==> src/rtl/rpsc_pkg.sv <==
`default_nettype none
// ============================================================================
// Module      : rpsc_pkg
// Description : Shared types and default constants for the RPSC power sequencer
// Revision    : 1.0 - initial release
// ============================================================================
package rpsc_pkg;

    localparam int c_TIMEOUT_CYC  = 256;
    localparam int c_SHUTDOWN_CYC = 64;
    localparam int c_TIMER_W      = 16;

    typedef enum logic [2:0] {
        ST_IDLE     = 3'd0,
        ST_AN_RAMP  = 3'd1,
        ST_G2_RAMP  = 3'd2,
        ST_DRV_RAMP = 3'd3,
        ST_RUN      = 3'd4,
        ST_SHUTDOWN = 3'd5,
        ST_FAULT    = 3'd6
    } state_t;

    typedef enum logic [2:0] {
        FC_NONE    = 3'd0,
        FC_ALARM   = 3'd1,
        FC_AN_TMO  = 3'd2,
        FC_G2_TMO  = 3'd3,
        FC_DRV_TMO = 3'd4,
        FC_LOST_OK = 3'd5
    } fault_code_t;

endpackage
`default_nettype wire

==> src/rtl/rpsc_seq_timer.sv <==
`default_nettype none
// ============================================================================
// Module      : rpsc_seq_timer
// Description : Per-step cycle timer, clearable, saturating, terminal compare
// Revision    : 1.0 - initial release
// ============================================================================
module rpsc_seq_timer #(
    parameter int WIDTH = 16
) (
    input  logic             clk,
    input  logic             rst,
    input  logic             i_clear,
    input  logic [WIDTH-1:0] i_term,
    output logic             o_term
);

    logic [WIDTH-1:0] r_count;

    always_ff @(posedge clk) begin
        if (rst || i_clear) begin
            r_count <= '0;
        end else if (r_count != {WIDTH{1'b1}}) begin
            r_count <= r_count + WIDTH'(1);
        end
    end

    assign o_term = (r_count == i_term);

endmodule
`default_nettype wire

==> src/rtl/rpsc_sequencer.sv <==
`default_nettype none
// ============================================================================
// Module      : rpsc_sequencer
// Description : Anode / G2 / driver supply ramp sequencer with fault latching
// Revision    : 1.0 - initial release
// ============================================================================
module rpsc_sequencer
    import rpsc_pkg::*;
#(
    parameter int TIMEOUT_CYC  = c_TIMEOUT_CYC,
    parameter int SHUTDOWN_CYC = c_SHUTDOWN_CYC
) (
    input  logic       clk,
    input  logic       reset,
    input  logic       start_req,
    input  logic       stop_req,
    input  logic       fault_ack,
    input  logic       not_alarm,
    input  logic       drv_not_alarm,
    input  logic       ground_hold_ok,
    input  logic       not_g2_ok,
    input  logic       not_dr_amp_ok,
    output logic       an_ps_on,
    output logic       g2_ps_on,
    output logic       dr_amp_on,
    output logic       ready,
    output logic       fault,
    output logic [2:0] fault_code,
    output logic [2:0] seq_state
);

    localparam logic [c_TIMER_W-1:0] c_TMO_TERM = c_TIMER_W'(TIMEOUT_CYC - 1);
    localparam logic [c_TIMER_W-1:0] c_SD_TERM  = c_TIMER_W'(SHUTDOWN_CYC - 1);

    state_t                r_state;
    state_t                w_next;
    fault_code_t           r_code;
    fault_code_t           w_code;
    logic                  w_alarm;
    logic                  w_lost;
    logic                  w_term;
    logic                  w_clear;
    logic [c_TIMER_W-1:0]  w_term_val;

    assign w_alarm    = !(not_alarm && drv_not_alarm);
    assign w_lost     = !ground_hold_ok || not_g2_ok || not_dr_amp_ok;
    assign w_clear    = (w_next != r_state);
    assign w_term_val = (r_state == ST_SHUTDOWN) ? c_SD_TERM : c_TMO_TERM;

    rpsc_seq_timer #(
        .WIDTH (c_TIMER_W)
    ) u_timer (
        .clk     (clk),
        .rst     (reset),
        .i_clear (w_clear),
        .i_term  (w_term_val),
        .o_term  (w_term)
    );

    // Branch order inside each state encodes the priority:
    // alarm, then timeout / lost-OK, then stop, then step progress.
    always_comb begin
        w_next = r_state;
        w_code = FC_NONE;
        case (r_state)
            ST_IDLE: begin
                if (start_req && !stop_req && !w_alarm) w_next = ST_AN_RAMP;
            end
            ST_AN_RAMP: begin
                if (w_alarm)             begin w_next = ST_FAULT; w_code = FC_ALARM;  end
                else if (w_term)         begin w_next = ST_FAULT; w_code = FC_AN_TMO; end
                else if (stop_req)       w_next = ST_SHUTDOWN;
                else if (ground_hold_ok) w_next = ST_G2_RAMP;
            end
            ST_G2_RAMP: begin
                if (w_alarm)             begin w_next = ST_FAULT; w_code = FC_ALARM;  end
                else if (w_term)         begin w_next = ST_FAULT; w_code = FC_G2_TMO; end
                else if (stop_req)       w_next = ST_SHUTDOWN;
                else if (!not_g2_ok)     w_next = ST_DRV_RAMP;
            end
            ST_DRV_RAMP: begin
                if (w_alarm)             begin w_next = ST_FAULT; w_code = FC_ALARM;   end
                else if (w_term)         begin w_next = ST_FAULT; w_code = FC_DRV_TMO; end
                else if (stop_req)       w_next = ST_SHUTDOWN;
                else if (!not_dr_amp_ok) w_next = ST_RUN;
            end
            ST_RUN: begin
                if (w_alarm)             begin w_next = ST_FAULT; w_code = FC_ALARM;   end
                else if (w_lost)         begin w_next = ST_FAULT; w_code = FC_LOST_OK; end
                else if (stop_req)       w_next = ST_SHUTDOWN;
            end
            ST_SHUTDOWN: begin
                if (w_alarm)             begin w_next = ST_FAULT; w_code = FC_ALARM; end
                else if (w_term)         w_next = ST_IDLE;
            end
            ST_FAULT: begin
                w_code = r_code;
                if (fault_ack && !w_alarm) begin
                    w_next = ST_IDLE;
                    w_code = FC_NONE;
                end
            end
            default: w_next = ST_IDLE;
        endcase
    end

    // Enables are registered from the next state so they always match seq_state.
    always_ff @(posedge clk) begin
        if (reset) begin
            r_state   <= ST_IDLE;
            r_code    <= FC_NONE;
            an_ps_on  <= 1'b0;
            g2_ps_on  <= 1'b0;
            dr_amp_on <= 1'b0;
            ready     <= 1'b0;
            fault     <= 1'b0;
        end else begin
            r_state   <= w_next;
            r_code    <= w_code;
            an_ps_on  <= (w_next inside {ST_AN_RAMP, ST_G2_RAMP, ST_DRV_RAMP, ST_RUN, ST_SHUTDOWN});
            g2_ps_on  <= (w_next inside {ST_G2_RAMP, ST_DRV_RAMP, ST_RUN});
            dr_amp_on <= (w_next inside {ST_DRV_RAMP, ST_RUN});
            ready     <= (w_next == ST_RUN);
            fault     <= (w_next == ST_FAULT);
        end
    end

    assign seq_state  = r_state;
    assign fault_code = r_code;

endmodule
`default_nettype wire
==> config.mk <==
export PLATFORM = sky130hd
export DESIGN_NAME = rpsc_sequencer
export DESIGN_NICKNAME = d
export VERILOG_FILES = /design/src/rtl/rpsc_pkg.sv /design/src/rtl/rpsc_seq_timer.sv /design/src/rtl/rpsc_sequencer.sv
export SDC_FILE = /design/constraint.sdc
export NUM_CORES = 1
export LEC_CHECK = 0
export ABC_AREA = 1
export CAP_MARGIN = 20
export CORE_MARGIN = 8
export CORE_UTILIZATION = 30
export DETAILED_ROUTE_END_ITERATION = 16
export GPL_ROUTABILITY_DRIVEN = 0
export GPL_TIMING_DRIVEN = 0
export PLACE_DENSITY_LB_ADDON = 0.12
export SLEW_MARGIN = 20
export SYNTH_ARGS = -nofsm -noshare
export SYNTH_HDL_FRONTEND = slang
export SYNTH_SLANG_ARGS = --single-unit
==> constraint.sdc <==
create_clock -name clk -period 1.69 [get_ports clk]
set_input_delay 0.169 -clock clk [delete_from_list [all_inputs] [get_ports clk]]
set_output_delay 0.169 -clock clk [all_outputs]
set_load 0.1 [all_outputs]
==> flow_metrics.tcl, run 1 <==
set metrics [dict create \
    status "finished, violations left" \
    violations "setup timing" \
    cp_max_fo 7 \
    netlist_instances 235 \
    critPathLaunchType "flip-flop" \
    via_per_inst 4.764 \
    grt_pass1_wl_mm 7.679 \
    synth_common_cells "48 x nand2_1, 40 x nor2_1, 27 x dfxtp_1" \
    max_freq_mhz 544.2 \
    hold_viol_final 0 \
    nets 300 \
    pin_count 21 \
    setup_violations 16 \
    r2r_end "u_timer.r_count[2]" \
    initial_utilization_pct 30.30 \
    hold_end "fault_code[1]" \
    async_reset_ff_share_pct 0 \
    rsz0062_at_grt "yes" \
    via_count 1715 \
    wl_mm 4.843 \
    post-route-util_pct 48.61 \
    end_kind "flip-flop" \
    layout_setup_ws_ns -0.1477 \
    row_count 27 \
    cts-htree-levels 1 \
    drv_cap 0 \
    synthesis.nets 246 \
    cts_tree "done" \
    avgSynthCellArea_sq_um 6.969 \
    cts_hold_buf 0 \
    overflow 0 \
    numCtsBuffers 3 \
    cts.clk_slew.worst_paths_ns 0.10 \
    dieWidth_microns 89.89 \
    ys_warn_count 0 \
    detail-route-antenna-nets 0 \
    synth_edf_count 0 \
    synth-seq-cells 27 \
    grt_max_degree 17 \
    worst-setup-path-type "reg -> reg" \
    clkSinkCount 27 \
    timing.hold.ws_ns 0.4763 \
    timing.rr.start "seq_state[2]" \
    worstSkewPairLatency_ns 0.28 \
    coreArea_sq_um 5405 \
    n_antenna_cell 0 \
    port_buffers 20 \
    wl_per_cell_microns 13.45 \
    drc 0 \
    fin_crit_ns 1.838 \
    first_pass_iters 4 \
    area_growth_pct 60.43 \
    cp_slowest_cell "dfxtp_4" \
    synth_largest_area_cell "dfxtp_1" \
    ys_types 32 \
    regToRegSetupSlack_ns -0.15 \
    min_period_over_period_pct 108.7 \
    clk_path_buf_depth 2 \
    path_buf_inv 4 \
    hp-class "reg -> reg" \
    hp-start "fault_code[1]" \
    antenna_found_initial 0 \
    crit_cells 11 \
    required_ns 1.90 \
    die_area_sq_um 8079 \
    path_cells "buf_8, clkinvlp_4, buf_6, nand3_2, nor3_2, a31oi_2, nand2_2, nand2_4, nand2_8, clkbuf_16, nor3_2" \
    grt.total_usage_pct 11.23 \
    critical_path.top_delay_family "buffers and inverters" \
    ir_worst_vdd_uv 1321 \
    reg2regPathDepth 11 \
    synth_top_area_share_pct 33.00 \
    dp_hpwl_mm 3.105 \
    min_path_cells 2 \
    ys_seq_area_share_pct 33.00 \
    cpMostUsedCell "nor3_2" \
    crit_start "seq_state[2]" \
    p_leak_nw 1.054 \
    drt_iter0_drc 77 \
    grt_pass1_vias 1627 \
    die_y_microns 89.89 \
    yosysMostFrequentCell "nand2_1" \
    worstMarginPinSlew_ns 0.9618 \
    critical-path-max-stage-delay_ns 0.38 \
    synthTopCellsByArea "dfxtp_1 33%, nand2_1 11%, nor2_1 9.2%" \
    powerDensity_nw_per_um2 1490 \
    timing.final.max_slew_violations 0 \
    relSlewSlack_pct 36.14 \
    synth_area_sq_um 1638 \
    drive_above_1_share_pct 41.32 \
    arrival_ns 2.05 \
    clockRootBuffer "clkbuf_8" \
    synth_ff_type "dfxtp_1" \
    skew_ns 0.006012 \
]
flip-flops by register name, summed over array words and instances (netlist names):
register         cells
fault_code           3
dr_amp_on            1
u_timer.r_count     16
an_ps_on             1
fault                1
g2_ps_on             1
ready                1
seq_state            3
layout make-up:
type                    count  area, sq um
inverters                  28        116.4
well taps                  72        90.09
multi-input cells         176         1260
flip-flops and latches     27        559.3
plain buffers               4        66.31
repair buffers             49        486.7
clock buffers               3        41.29
clock inverters             1        7.507
fillers                   545         2778
tightest hold or removal path, stage by stage, from the launching register on:
cell	delay, ns
dfxtp_1	0.32
nand2_1	0.06
a21oi_1	0.06
logic make-up after synthesis:
logic type	share of synthesized area, %
AO/OA/AOI/OAI	7.563
XOR/XNOR	6.417
adder cells (fa/ha/maj)	0.7638
buffers and inverters	8.403
flip-flops	33.00
multiplexers	0.6112
AND/OR/NAND/NOR	43.24
what timing repair did:
item / in CTS / in global routing
endpoints found under the hold margin: 0 / 0
gates cloned: 1 / 2
resized for setup: 58 / 49
pin swaps: 7 / 18
buffers inserted: 15 / 14
endpoints found under the setup margin: 34 / 26
per-stage QoR:
stage | total power [mW] | setup WS [ns] | instances | instance area (sq um) | setup TNS, ns
4_1_cts | 3.652 | -0.1702 | 347 | 2344 | -2.136
3_5_place_dp | 2.633 | -0.5171 | 327 | 1978 | -9.553
5_1_grt | 4.147 | -0.2510 | 360 | 2628 | -3.875
3_3_place_gp | 2.639 | -0.5320 | 327 | 1978 | -9.896
2_1_floorplan | 2.259 | -0.1039 | 235 | 1688 | -1.029
6_report | 3.916 | -0.1477 | 360 | 2628 | -1.775
power breakdown:
group          leakage, nW  internal, mW  switching, mW
Combinational        0.809          1.01           1.67
Sequential           0.223         0.755         0.0917
Clock               0.0217         0.168          0.216
Total                 1.05          1.94           1.98
cell usage in the layout, fill, tap and decap left out, types with 8 or more instances in the layout:
master           instances
nor2_4                   8
xor2_1                   8
clkdlybuf4s50_1          9
nor2_1                  29
inv_1                   21
nand2_2                 12
buf_4                   19
nand3_1                 10
dfxtp_1                 20
nand2_1                 35
buf_6                    8
nor3_2                  14
routing by layer:
metal  track usage [%]  vias up  part of all wire (%)  wire length [microns]
li1                  -      870                     -                      -
met5                 0        -                     0                      0
met1             12.54      811                    42                   2038
met3             2.743        5                   4.0                    196
met2             20.80       29                    52                   2532
met4             2.497        0                   1.5                     75
worst max path at each step:
stage	slack, ns	to
after floorplan	-0.10	u_timer.r_count[13]
after global placement	-0.53	u_timer.r_count[13]
after CTS	-0.17	u_timer.r_count[9]
after global routing	-0.25	u_timer.r_count[0]
final	-0.15	u_timer.r_count[2]
after detailed placement	-0.52	u_timer.r_count[1]
No activity file was read; power rests on OpenSTA's default activity.
==> run 2: changes to the inputs <==
Settings changed: ABC_CLOCK_PERIOD_IN_PS from default to 1690, CORE_MARGIN 8 to default.
==> run 2 against run 1 <==
Effect of this change: the flow still finishes with violations (setup timing); sequential power grew 2%; utilization grew 3.4 points; non-clock buffer count shrank 3; clock skew shrank 0.0035 ns; die area shrank 29%; largest cell class unchanged; largest power group unchanged; highest routed layer unchanged.
==> flow_metrics.tcl, run 2 (synthesis gave the netlist of run 1 again) <==
set metrics [dict create \
    clkSinkCount 27 \
    status "finished, violations left" \
    die_y_microns 75.89 \
    drive_above_1_share_pct 43.51 \
    critPathLaunchType "flip-flop" \
    row_count 26 \
    worst-setup-path-type "reg -> reg" \
    violations "setup timing" \
    first_pass_iters 4 \
    overflow 0 \
    die_area_sq_um 5759 \
    largest_reg_flops 16 \
    worstMarginPinSlew_ns 0.9592 \
    coreArea_sq_um 5172 \
    dp_hpwl_mm 2.948 \
    arrival_ns 2.01 \
    min_period_over_period_pct 106.3 \
    via_per_inst 4.814 \
    ir_worst_vdd_uv 1252 \
    wl_per_cell_microns 13.13 \
    n_antenna_cell 0 \
    end_kind "flip-flop" \
    most-common-layout-cells "35 x nand2_1, 25 x nor2_1, 20 x inv_1, 20 x dfxtp_1, 17 x buf_4" \
    drt_iter0_drc 98 \
    min_path_cells 6 \
    cts.clk_slew.worst_paths_ns 0.10 \
    area_growth_pct 64.17 \
    hp-class "in -> reg" \
    via_count 1709 \
    post-route-util_pct 51.98 \
    cp_max_fo 7 \
    grt_pass1_wl_mm 7.127 \
    timing.final.max_slew_violations 0 \
    regMostFlops "u_timer.r_count" \
    path_cells "inv_8, nand3_4, nand2_4, nand2_4, o21bai_4, inv_2, o21ai_4, nand2_2, nand2_2, nand2_4, buf_12, nor3_4" \
    grt_max_degree 18 \
    p_leak_nw 1.078 \
    critical-path-max-stage-delay_ns 0.42 \
    timing.hold.ws_ns 0.4448 \
    cpMostUsedCell "nand2_4" \
    skew_ns 0.002556 \
    required_ns 1.90 \
    grt.total_usage_pct 16.41 \
    r2r_end "u_timer.r_count[1]" \
    relSlewSlack_pct 36.31 \
    clk_path_buf_depth 2 \
    cts-htree-levels 1 \
    pin_count 21 \
    drc 0 \
    hold_viol_final 0 \
    wl_mm 4.661 \
    regToRegSetupSlack_ns -0.11 \
    num-fill-cells 467 \
    detail-route-antenna-nets 0 \
    critical_path.top_delay_family "simple AND/OR/NAND/NOR gates" \
    numCtsBuffers 3 \
    port_buffers 20 \
    hold_end "fault_code[1]" \
    dieWidth_microns 75.89 \
    powerDensity_nw_per_um2 1555 \
    final_common_cell "nand2_1" \
    reg2regPathDepth 12 \
    hp-start "drv_not_alarm" \
    drv_cap 0 \
    grt_pass1_vias 1476 \
    cp_slowest_cell "dfxtp_4" \
    initial_utilization_pct 31.66 \
    worstSkewPairLatency_ns 0.28 \
    rsz0062_at_grt "yes" \
    timing.rr.start "seq_state[1]" \
    antenna_found_initial 0 \
    fin_crit_ns 1.797 \
    cts_tree "done" \
    max_freq_mhz 556.5 \
    nets 297 \
    cts_hold_buf 0 \
    path_buf_inv 3 \
    clockRootBuffer "clkbuf_8" \
    layout_setup_ws_ns -0.1068 \
    setup_violations 17 \
]
run 2: cell types whose count changed in the layout (fill, tap and decap cells not counted), sizes merged:
cell / before / now
clkinvlp: 2 / 0
clkdlybuf4s50: 9 / 7
clkdlybuf4s15: 5 / 3
inv: 27 / 29
dlygate4sd2: 6 / 7
buf: 31 / 29
dlymetal6s2s: 0 / 2
run 2: worst max-delay path by stage:
stage | startpoint | end | slack [ns] | cells past startpoint
after detailed placement | drv_not_alarm | u_timer.r_count[11] | -0.52 | 12
after global routing | seq_state[1] | u_timer.r_count[2] | -0.22 | 11
after floorplan | seq_state[2] | u_timer.r_count[13] | -0.10 | 12
after global placement | not_alarm | u_timer.r_count[13] | -0.52 | 12
final | seq_state[1] | u_timer.r_count[1] | -0.11 | 12
after CTS | u_timer.r_count[1] | u_timer.r_count[11] | -0.20 | 12
run 2: report_power, final:
part	total, mW	leakage, nW	internal [mW]	switching, mW
registers	0.860	0.223	0.755	0.105
logic	2.93	0.828	1.10	1.83
clock network	0.393	0.0261	0.173	0.220
run 2: routing by layer:
| layer | share of wire (%) | track usage, % | vias up |
|---|---|---|---|
| met5 | 0 | 0 | - |
| met4 | 0.86 | 2.881 | 0 |
| met3 | 4.8 | 3.439 | 4 |
| met2 | 45 | 23.99 | 41 |
| met1 | 49 | 24.76 | 800 |
| li1 | - | - | 864 |
run 2: worst min-delay path: stages:
cell and delay [ns]:
dlymetal6s2s_1 0.12, nand2_4 0.11, nor2_4 0.11, nor2_4 0.06
nand2_1 0.05, a21oi_1 0.05
run 2: cell type report:
type / instances / area (sq um) / share of cell area [%]
multi-input combinational: 176 / 1343 / 49.93
sequential: 27 / 559.3 / 20.80
clock buffer: 3 / 41.29 / 1.536
tap: 70 / 87.58 / 3.257
buffer: 4 / 67.56 / 2.513
inverter: 28 / 125.1 / 4.653
clock inverter: 1 / 8.758 / 0.3257
timing repair buffer: 46 / 456.7 / 16.98
run 2: what timing repair did:
action                                  in CTS  in global routing
hold endpoints to repair                     0                  0
cloned                                       2                  0
pin swaps                                   12                 25
resized for setup                           60                 74
endpoints found under the setup margin      34                 24
buffers inserted                            15                  9
run 2: stage by stage:
stage	std cells	power (mW)	worst slack [ns]	area [sq um]	setup TNS (ns)
after floorplan	235	2.259	-0.1039	1688	-1.029
after global placement	325	2.627	-0.5165	1976	-9.554
after detailed placement	325	2.622	-0.5208	1976	-9.256
after CTS	346	3.688	-0.1954	2344	-2.715
after global routing	355	4.412	-0.2168	2689	-3.581
final	355	4.180	-0.1068	2689	-1.362
==> run 3: changes to the inputs <==
Settings changed: CTS_BUF_LIST from default to sky130_fd_sc_hd__clkbuf_16.
==> run 3 against run 2 <==
Effect of this change: via count shrank 3.7%; critical endpoint unchanged; sequential power fell by 2%; register-to-register slack about the same; largest cell class unchanged; the flow still finishes with violations (setup timing); first-iteration DRC count up 23%; design area is 6.2% lower.
==> flow_metrics.tcl, run 3 (synthesis gave the netlist of run 1 again) <==
set metrics [dict create \
    largest_reg_flops 16 \
    num-fill-cells 489 \
    most-common-layout-cells "38 x nand2_1, 28 x nor2_1, 23 x inv_1" \
    dp_hpwl_mm 2.948 \
    min_path_cells 2 \
    power_frac_seq_pct 21.3 \
    status "finished, violations left" \
    swShare_pct 49.51 \
    p_leak_nw 1.044 \
    worstSkewPairLatency_ns 0.26 \
    initial_utilization_pct 31.66 \
    first_pass_iters 4 \
    clk_path_buf_depth 2 \
    timing.rr.start "seq_state[0]" \
    pin_count 21 \
    p_comb_share_pct 64.5 \
    coreArea_sq_um 5172 \
    cp_slowest_cell "dfxtp_4" \
    clockPowerShare_pct 14.1 \
    cts-htree-levels 1 \
    timing.final.max_slew_violations 0 \
    clockRootBuffer "clkbuf_16" \
    met3_length_microns 214 \
    end_kind "flip-flop" \
    critical-path-max-stage-delay_ns 0.42 \
    grt_pass1_vias 1477 \
    p_sw_mw 1.966 \
    rsz0062_at_grt "yes" \
    via_count 1645 \
    worstMarginPinSlew_ns 0.9593 \
    path_buf_inv 3 \
    nets 293 \
    min_period_over_period_pct 106.0 \
    reg2regPathDepth 12 \
    worst-setup-path-type "reg -> reg" \
    regMostFlops "u_timer.r_count" \
    placed_area_sq_um 1976 \
    dieWidth_microns 75.89 \
    final.setup.tns_ns -1.230 \
    wl_met1_mm 2.264 \
    fin_crit_ns 1.791 \
    cts_tree "done" \
    final_cell_area_sq_um 2521 \
    cts_hold_buf 0 \
    hp-class "reg -> reg" \
    wl_per_cell_microns 12.85 \
    drv_cap 0 \
    clkSinkCount 27 \
    die_area_sq_um 5759 \
    arrival_ns 1.98 \
    skew_ns 0.003411 \
    place_ws_ns -0.5208 \
    n_antenna_cell 0 \
    grt.total_usage_pct 16.06 \
    cp_max_fo 10 \
    numCtsBuffers 3 \
    drc 0 \
    drive_above_1_share_pct 37.72 \
    powerDensity_nw_per_um2 1575 \
    ir_worst_vdd_uv 1232 \
    cts.clk_slew.worst_paths_ns 0.07 \
    relSlewSlack_pct 36.30 \
    final_common_cell "nand2_1" \
    overflow 0 \
    violations "setup timing" \
    critical_path.top_delay_family "simple AND/OR/NAND/NOR gates" \
    dr.max_layer_used "met4" \
    required_ns 1.88 \
    max_freq_mhz 558.5 \
    hp-start "fault_code[1]" \
    wl_met2_mm 1.986 \
    antenna_found_initial 0 \
    path_cells "inv_8, nor2_2, nand3_1, nand2_4, nor2_4, nor2_4, buf_4, nor2_1, nand4_1, nand2_4, buf_12, nor3_4" \
    r2r_end "u_timer.r_count[1]" \
    p_int_mw 2.004 \
    row_count 26 \
    hold_end "fault_code[1]" \
    detail-route-antenna-nets 0 \
    critPathLaunchType "flip-flop" \
    port_buffers 20 \
    grt_max_degree 18 \
    via_per_inst 4.687 \
    post-route-util_pct 48.74 \
    hold_viol_final 0 \
    die_y_microns 75.89 \
    wl_mm 4.511 \
    setup_violations 16 \
    drt_iter0_drc 121 \
    layout_setup_ws_ns -0.1006 \
    grt_pass1_wl_mm 6.982 \
    regToRegSetupSlack_ns -0.10 \
    area_growth_pct 53.93 \
]
run 3: routing by layer:
metal  GRT usage, %  up-vias
li1               -      857
met1          23.84      752
met2          23.01       32
met3          3.571        4
met4          4.527        0
met5              0        -
run 3: repair_timing:
action	in CTS	in global routing
pin swaps	9	12
gates resized for setup	51	44
setup buffers	12	8
setup endpoints to repair	34	24
cloned	1	1
run 3: how the worst max path moves through the flow:
stage,slack [ns],depth (start not counted),startpoint,end
floorplan,-0.10,12,seq_state[2],u_timer.r_count[13]
global placement,-0.52,12,not_alarm,u_timer.r_count[13]
detailed placement,-0.52,12,drv_not_alarm,u_timer.r_count[11]
CTS,-0.19,12,u_timer.r_count[1],u_timer.r_count[11]
global route,-0.22,11,u_timer.r_count[0],u_timer.r_count[5]
finish,-0.10,12,seq_state[0],u_timer.r_count[1]
run 3: metrics by stage:
step,cells,power [mW],hold WS [ns]
final,351,3.970,0.4690
after global routing,351,4.190,0.5073
after CTS,342,3.672,0.4713
after detailed placement,325,2.622,0.4633
after global placement,325,2.627,0.4621
after floorplan,235,2.259,0.2284
run 3: worst reg2reg max path, delay by kind of cell, from the launching register on:
family,cells,cell delay [ns]
simple gates,9,0.93
flops,1,0.42
buf+inv,3,0.37
run 3: power groups by stage:
| stage | Sequential (mW) | Clock, mW | Combinational (mW) |
|---|---|---|---|
| final | 0.847 | 0.562 | 2.56 |
| after global routing | 0.859 | 0.600 | 2.73 |
| after CTS | 0.820 | 0.587 | 2.26 |
| after detailed placement | 0.828 | 0 | 1.79 |
| after global placement | 0.828 | 0 | 1.80 |
| after floorplan | 1.38 | 0 | 0.878 |
run 3: area by class of cell:
class                   count  area, sq um  area share, %
plain buffers               4        62.56          2.481
flip-flops and latches     27        555.5          22.03
well taps                  70        87.58          3.474
inverters                  28        120.1          4.764
repair buffers             42        391.6          15.53
clock inverters             1        8.758         0.3474
clock buffers               3        75.07          2.978
multi-input cells         176         1220          48.39
